--- src/rtl/btn_conditioner.sv ---
// btn_conditioner: per-button input conditioner.
// Turns a raw, asynchronous, bouncing button level into a clean debounced
// level plus single-cycle press/release pulses, with optional auto-repeat.
// Optional feature macro: BTN_AUTOREPEAT_EN. When it is defined, btn_repeat
// pulses while the button is held. Otherwise btn_repeat is tied to 0.
module btn_conditioner #(
  parameter int DEBOUNCE_CYCLES = 1_000_000,
  parameter bit BTN_ACTIVE_LOW  = 1'b1,
  parameter int REPEAT_DELAY    = 25_000_000,
  parameter int REPEAT_PERIOD   = 5_000_000
) (
  input  logic clk,
  input  logic rst_n,
  input  logic btn_in,
  output logic btn_level,
  output logic btn_rise,
  output logic btn_fall,
  output logic btn_repeat
);

  localparam int CNT_W = $clog2(DEBOUNCE_CYCLES + 1);
  localparam logic [CNT_W-1:0] CNT_MAX = CNT_W'(DEBOUNCE_CYCLES);
  localparam logic RELEASED_RAW = BTN_ACTIVE_LOW ? 1'b1 : 1'b0;

  typedef enum logic [1:0] {
    RELEASED,
    PRESS_WAIT,
    PRESSED,
    RELEASE_WAIT
  } state_t;

  // Parameter values that would make the counters meaningless are stopped at elaboration
  if (DEBOUNCE_CYCLES < 1 || REPEAT_DELAY < 1 || REPEAT_PERIOD < 1) begin : g_bad_params
    $error("btn_conditioner: DEBOUNCE_CYCLES, REPEAT_DELAY and REPEAT_PERIOD must be >= 1");
  end

  logic             sync_q1;
  logic             sync_q2;
  logic             p;
  state_t           state;
  state_t           state_nxt;
  logic [CNT_W-1:0] cnt;
  logic [CNT_W-1:0] cnt_nxt;
  logic             level_nxt;
  logic             rise_nxt;
  logic             fall_nxt;

  // Two-flop synchroniser; reset loads the released raw level so no false press appears
  always_ff @(posedge clk) begin
    if (!rst_n) begin
      sync_q1 <= RELEASED_RAW;
      sync_q2 <= RELEASED_RAW;
    end else begin
      sync_q1 <= btn_in;
      sync_q2 <= sync_q1;
    end
  end

  assign p = (sync_q2 != RELEASED_RAW);

  // State register, debounce counter and registered level/pulse outputs
  always_ff @(posedge clk) begin
    if (!rst_n) begin
      state     <= RELEASED;
      cnt       <= '0;
      btn_level <= 1'b0;
      btn_rise  <= 1'b0;
      btn_fall  <= 1'b0;
    end else begin
      state     <= state_nxt;
      cnt       <= cnt_nxt;
      btn_level <= level_nxt;
      btn_rise  <= rise_nxt;
      btn_fall  <= fall_nxt;
    end
  end

  // Next-state logic: a change is accepted only after it has been stable long enough.
  // The counter never exceeds CNT_MAX, so it cannot wrap.
  always_comb begin
    state_nxt = state;
    cnt_nxt   = cnt;
    case (state)
      RELEASED: begin
        if (p) begin
          state_nxt = PRESS_WAIT;
          cnt_nxt   = CNT_W'(1);
        end else begin
          cnt_nxt = '0;
        end
      end
      PRESS_WAIT: begin
        if (!p) begin
          state_nxt = RELEASED;
          cnt_nxt   = '0;
        end else if (cnt >= CNT_MAX) begin
          state_nxt = PRESSED;
          cnt_nxt   = '0;
        end else begin
          cnt_nxt = cnt + CNT_W'(1);
        end
      end
      PRESSED: begin
        if (!p) begin
          state_nxt = RELEASE_WAIT;
          cnt_nxt   = CNT_W'(1);
        end else begin
          cnt_nxt = '0;
        end
      end
      RELEASE_WAIT: begin
        if (p) begin
          state_nxt = PRESSED;
          cnt_nxt   = '0;
        end else if (cnt >= CNT_MAX) begin
          state_nxt = RELEASED;
          cnt_nxt   = '0;
        end else begin
          cnt_nxt = cnt + CNT_W'(1);
        end
      end
      default: begin
        state_nxt = RELEASED;
        cnt_nxt   = '0;
      end
    endcase
  end

  // Output logic: pulses only on completed debounce transitions, never on bounce-backs
  always_comb begin
    rise_nxt  = (state == PRESS_WAIT) && (state_nxt == PRESSED);
    fall_nxt  = (state == RELEASE_WAIT) && (state_nxt == RELEASED);
    level_nxt = btn_level;
    if (rise_nxt) begin
      level_nxt = 1'b1;
    end else if (fall_nxt) begin
      level_nxt = 1'b0;
    end
  end

`ifdef BTN_AUTOREPEAT_EN
  localparam int RPT_W = $clog2(REPEAT_DELAY + REPEAT_PERIOD + 1);
  localparam logic [RPT_W-1:0] RPT_FIRST = RPT_W'(REPEAT_DELAY);
  localparam logic [RPT_W-1:0] RPT_NEXT  = RPT_W'(REPEAT_DELAY + REPEAT_PERIOD);

  logic [RPT_W-1:0] rpt_cnt;
  logic [RPT_W-1:0] rpt_cnt_nxt;
  logic [RPT_W-1:0] rpt_inc;
  logic             repeat_nxt;

  assign rpt_inc = rpt_cnt + RPT_W'(1);

  // Repeat counter: counts while held stable in PRESSED, holds during a release bounce.
  // After the first pulse it folds back to RPT_FIRST every period, so it never wraps.
  always_comb begin
    rpt_cnt_nxt = rpt_cnt;
    repeat_nxt  = 1'b0;
    if (state_nxt == RELEASED || state == PRESS_WAIT) begin
      rpt_cnt_nxt = '0;
    end else if (state == PRESSED && state_nxt == PRESSED) begin
      if (rpt_inc == RPT_FIRST) begin
        repeat_nxt  = 1'b1;
        rpt_cnt_nxt = rpt_inc;
      end else if (rpt_inc == RPT_NEXT) begin
        repeat_nxt  = 1'b1;
        rpt_cnt_nxt = RPT_FIRST;
      end else begin
        rpt_cnt_nxt = rpt_inc;
      end
    end
  end

  // Repeat counter and registered repeat pulse
  always_ff @(posedge clk) begin
    if (!rst_n) begin
      rpt_cnt    <= '0;
      btn_repeat <= 1'b0;
    end else begin
      rpt_cnt    <= rpt_cnt_nxt;
      btn_repeat <= repeat_nxt;
    end
  end
`else
  assign btn_repeat = 1'b0;
`endif

endmodule

--- config.mk ---
export PLATFORM = sky130hd
export DESIGN_NAME = btn_conditioner
export DESIGN_NICKNAME = d
export VERILOG_FILES = /design/src/rtl/btn_conditioner.sv
export SDC_FILE = /design/constraint.sdc
export NUM_CORES = 1
export LEC_CHECK = 0
export ABC_AREA = 0
export ABC_CLOCK_PERIOD_IN_PS = 5450
export CAP_MARGIN = 20
export CORE_AREA = 3 3 105 57
export DETAILED_ROUTE_END_ITERATION = 6
export DIE_AREA = 0 0 108 60
export PLACE_DENSITY = 0.48
export RECOVER_POWER = 50
export SLEW_MARGIN = 20
export SYNTH_ARGS = -nofsm -noshare
export SYNTH_HDL_FRONTEND = slang
export SYNTH_SLANG_ARGS = --single-unit
--- constraint.sdc ---
create_clock -name clk -period 5.45 [get_ports clk]
set_clock_uncertainty 0.1 [all_clocks]
set_input_delay 0.545 -clock clk [delete_from_list [all_inputs] [get_ports clk]]
set_output_delay 0.545 -clock clk [all_outputs]
set_load 0.01 [all_outputs]
# [Word-level counts from Yosys, hierarchy flattened]
# Cells that the tools add are included.
[word_totals] reg_bits=27 in_bits=3
[classes] add_sub_neg=1 n_lt_le_gt_ge=1 n_eq_ne=4 n_mux=15 reduce_logical=5
[op_table] cell="one-hot mux 20 bit (4 select lines)" count=1
[op_table] cell="two-way mux 20 bit" count=3
[op_table] cell="adder 20 x 1 -> 20 bit (second input constant)" count=1
[op_table] cell="greater-or-equal comparator 20 bit (second input constant)" count=1
[op_table] cell="two-way mux 2 bit" count=6
[op_table] cell="one-hot mux 2 bit (4 select lines)" count=1
[op_table] cell="== test 2 bit (second input constant)" count=3
[op_table] cell="zero test 2 bit" count=2
[op_table] cell="two-way mux 1 bit" count=4
[op_table] cell="== test 2 x 1 -> 1 bit (second input constant)" count=1
[op_table] cell="logical AND 1 bit" count=2
[op_table] cell="nonzero test 2 bit" count=1

# [Depth between registers and ports, before layout]
[depth] ltp_word=8 mapped_depth=5 ltp_nobuf=5

# [Worst setup path before layout]
# OpenSTA, ideal clock, no wires.
[synth_path] kind="register to register" from="register cnt[2]" to="register cnt[17]" setup_ps=86 arrival_ps=1746 t_required_ps=5264 path_slack_ps=3519 stages_incl_launch_ff=6 n_path_buf=1 path_cell_list="dfxtp_1 -> nand3_2 -> or4_1 -> buf_2 -> or4_1 -> a211oi_1"
[synth_via] elab_chain_len=4 elab_cells_between_ends=6 cone_classes="1 x add/sub; 1 x order compare; 4 x mux"
[synth_lines] element="from (decl)" line="42" rtl="logic [CNT_W-1:0] cnt;"
[synth_lines] element="from (signal assigned)" line="71" rtl="cnt <= cnt_nxt;"
[synth_lines] element="adder 20 x 1 -> 20 bit or greater-or-equal comparator 20 bit (tied branches)"
[synth_lines] element="two-way mux 20 bit *" line="96, 115"
[synth_lines] element="two-way mux 20 bit (on tied branches)" line="112, 93"
[synth_lines] element="one-hot mux 20 bit (4 select lines) *" line="83" rtl="case (state)"
# Every way passes the cells marked *; elsewhere a longest branch is shown, timed or not.
# A chain may end at the register's enable or synchronous reset.

# [Worst setup path in the final report]
[layout_path] from="register cnt[14]" to="register cnt[8]"
[layout_via] elab_chain_len=4 elab_cells_between_ends=5 cone_classes="1 x order compare; 4 x mux"
[layout_lines] element="greater-or-equal comparator 20 bit *" line="96, 115"
[layout_lines] element="two-way mux 20 bit *" line="96, 115"
[layout_lines] element="two-way mux 20 bit (on tied branches)" line="112, 93"
[layout_lines] element="one-hot mux 20 bit (4 select lines) *" line="83"
# Marked as above.

==> out/results.tsv <==
metric	value	unit
dr.pass1.iters	4	
rows	18	
syn_inst	143	
reg2reg_slack	3010	ps
grt_overflow	0	
seq_power_share	0.625	
critPathLaunchType	flop	
switchingPower	0.0666	mW
diodes	0	
drc_errors	0	
hp-class	flop to flop	
antenna_found_initial	0	
pwr-share-comb	0.015	
hold_violations	0	
critPathBufInv	1	
swShare	0.209	
drv_slew	0	
vias	991	
syn_nets	148	
first_iter_violations	49	
max_slew.worst_pin.slew	940	ps
place_congestion	0.729	
cp-end-kind	flop	
io-pin-count	7	
portBuffers	5	
tritoncts	yes	
yosysWarnings	0	
crit_fanout	21	
crit_required	5470	ps
grtUsageTotal	0.0784	
root_buffer	clkbuf_8	
fin_tns_setup	0	ps
worstPathArrival	2460	ps
ys_seq_area_frac	0.428	
leakage	0.391	nW
path_delay_family	buffers and inverters	
viasPerCell	4.55	
netlist_top_cells_area	dfxtp_1 (43%), nor3_1 (6.3%), a211oi_1 (4.2%)	
clock_tree.buffer_depth	2	
async_flop_share	0	
die-area	6480	um2
area_delta_synth_final	13.1	%
holdWs	323	ps
clock_sinks	27	
pwr_density_cell	223	nW/um2
timing.final.crit_share	0.448	
power	0.319	mW
initial_core_util	0.254	
relSlewSlack	0.373	
status	complete, no violations	
grt_max_degree	22	
internal_power	0.253	mW
dp_hpwl	1.59	mm
yosysUniqueCellTypes	38	
yosys.area.top_type	dfxtp_1	
netlist_area	1260	um2
min_period	2440	ps
grt_pass1_vias	930	
rsz0062_at_grt	no	
cts_resized	0	
avgSynthCellArea	8.84	um2
core	4980	um2
setup_viol	0	
crit_chain	or3b_2, a211o_2, a21oi_1, clkbuf_1, nor3_1	
crit_slowest_cell	clkbuf_1	
cp_slowest_stage_delay	720	ps
postCtsHoldBufs	0	
drt-total-wl	2.27	mm
fill_cells	522	
path_clk_slew	100	ps
drv_cap	0	
power.share.clock	0.360	
synth_top_area_frac	0.428	
crit_type	flop to flop	
postCtsSetupRepairBufs	0	
synth.ff_latch_count	27	
synth_top_flop_cell	dfxtp_1	
numCtsBuffers	3	
clkLatencyLatePin	270	ps
fmax	409	MHz
htree_levels	1	
wire_per_inst	10.4	um
drtAntennaViolNets	0	
grt_pass1_wl	4.15	mm
die_width	108	um
final_layout_size_suffix_gt1_frac	0.0743	
max-vdd-ir-drop	92.9	uV
finalNetCount	154	
synth-edff-count	0	
die_y	60	um
## final cells by class
class | count | area [um2] | area share
clock inverters | 1 | 7.51 | 0.00525
flip-flops and latches | 27 | 541 | 0.378
inverters | 8 | 30.0 | 0.0210
multi-input cells | 103 | 668 | 0.468
repair buffers | 6 | 53.8 | 0.0377
clock buffers | 3 | 41.3 | 0.0289
well taps | 70 | 87.6 | 0.0613
## registers in the layout, indices dropped and copies added, names as in the netlist
name / cells
btn_level: 1
btn_rise: 1
sync_q2: 1
sync_q1: 1
state: 2
btn_fall: 1
cnt: 20
## worst paths after layout
kind                      startpoint                 end  cells past startpoint
setup reg to reg  cnt[14]$_SDFF_PN0_   cnt[8]$_SDFF_PN0_                      5
setup / recovery  cnt[14]$_SDFF_PN0_   cnt[8]$_SDFF_PN0_                      5
hold / removal    sync_q1$_SDFF_PN1_  sync_q2$_SDFF_PN1_                      1
hold reg to reg   sync_q1$_SDFF_PN1_  sync_q2$_SDFF_PN1_                      1
## per-stage QoR
step	cells	cell area [um2]	setup WS (ps)	util
after global routing	218	1430	2810	0.287
after global placement	214	1380	3350	0.278
after detailed placement	214	1380	3350	0.278
after floorplan	143	1260	3520	-
after CTS	218	1430	3330	0.288
final	218	1430	3010	0.287
## layout by cell type, fill, tap and decap left out, types with 2 or more instances in the layout
| cell | Yosys | routed |
|---|---|---|
| a211oi_1 | 7 | 7 |
| inv_1 | 8 | 8 |
| or3_1 | 4 | 4 |
| or4_1 | 3 | 3 |
| dfxtp_1 | 27 | 27 |
| nor3_1 | 16 | 16 |
| xor2_1 | 5 | 5 |
| nor2_1 | 3 | 3 |
| xnor2_1 | 6 | 6 |
| o211ai_1 | 2 | 2 |
| o21ai_0 | 5 | 5 |
| nand2b_1 | 3 | 3 |
| nand2_1 | 11 | 11 |
| nand3_1 | 5 | 5 |
| and4_1 | 3 | 3 |
| a21oi_1 | 3 | 3 |
| dlygate4sd3_1 | 0 | 4 |
| clkbuf_8 | 0 | 3 |
| nor2b_1 | 3 | 3 |
| nand4_1 | 5 | 5 |
| o31ai_1 | 2 | 2 |
| ha_1 | 2 | 2 |
## per-layer routing
layer	global-route usage	up-vias	routed length [um]
met2	0.131	7	962
met4	0.0216	0	17
met5	0	-	0
met1	0.104	449	1250
li1	-	533	-
met3	0.0162	2	35
## cell families (layout without fill, tap and decap cells)
family	after synthesis	after routing	synth area share
buffers and inverters	13	18	0.0436
other	1	1	0.00297
and+or+nand+nor	63	63	0.282
DFF	27	27	0.428
xor gates and xnor gates	11	11	0.0762
AOI/OAI and AO/OA	26	26	0.148
adders and majority gates	2	2	0.0198
## synthesized netlist by cell type (2+ instances only)
library cell and count:
or4_1 3, and4_1 3, or3_1 4, a211oi_1 7
nand3_1 5, dfxtp_1 27, nor2_1 3, xnor2_1 6
nor2b_1 3, o211ai_1 2, inv_1 8, o31ai_1 2
nand4_1 5, a21oi_1 3, o21ai_0 5, buf_2 2
nor3_1 16, clkbuf_1 2, nand2b_1 3, nand2_1 11
ha_1 2, xor2_1 5
## power groups by stage
stage               clock network, mW  logic (mW)  registers [mW]
floorplan                           0     0.00302           0.204
global placement                    0     0.00478           0.204
detailed placement                  0     0.00489           0.204
CTS                             0.122     0.00492           0.200
global route                    0.129     0.00540           0.200
finish                          0.115     0.00471           0.200
Note: power is estimated with default switching activity, not from simulation.
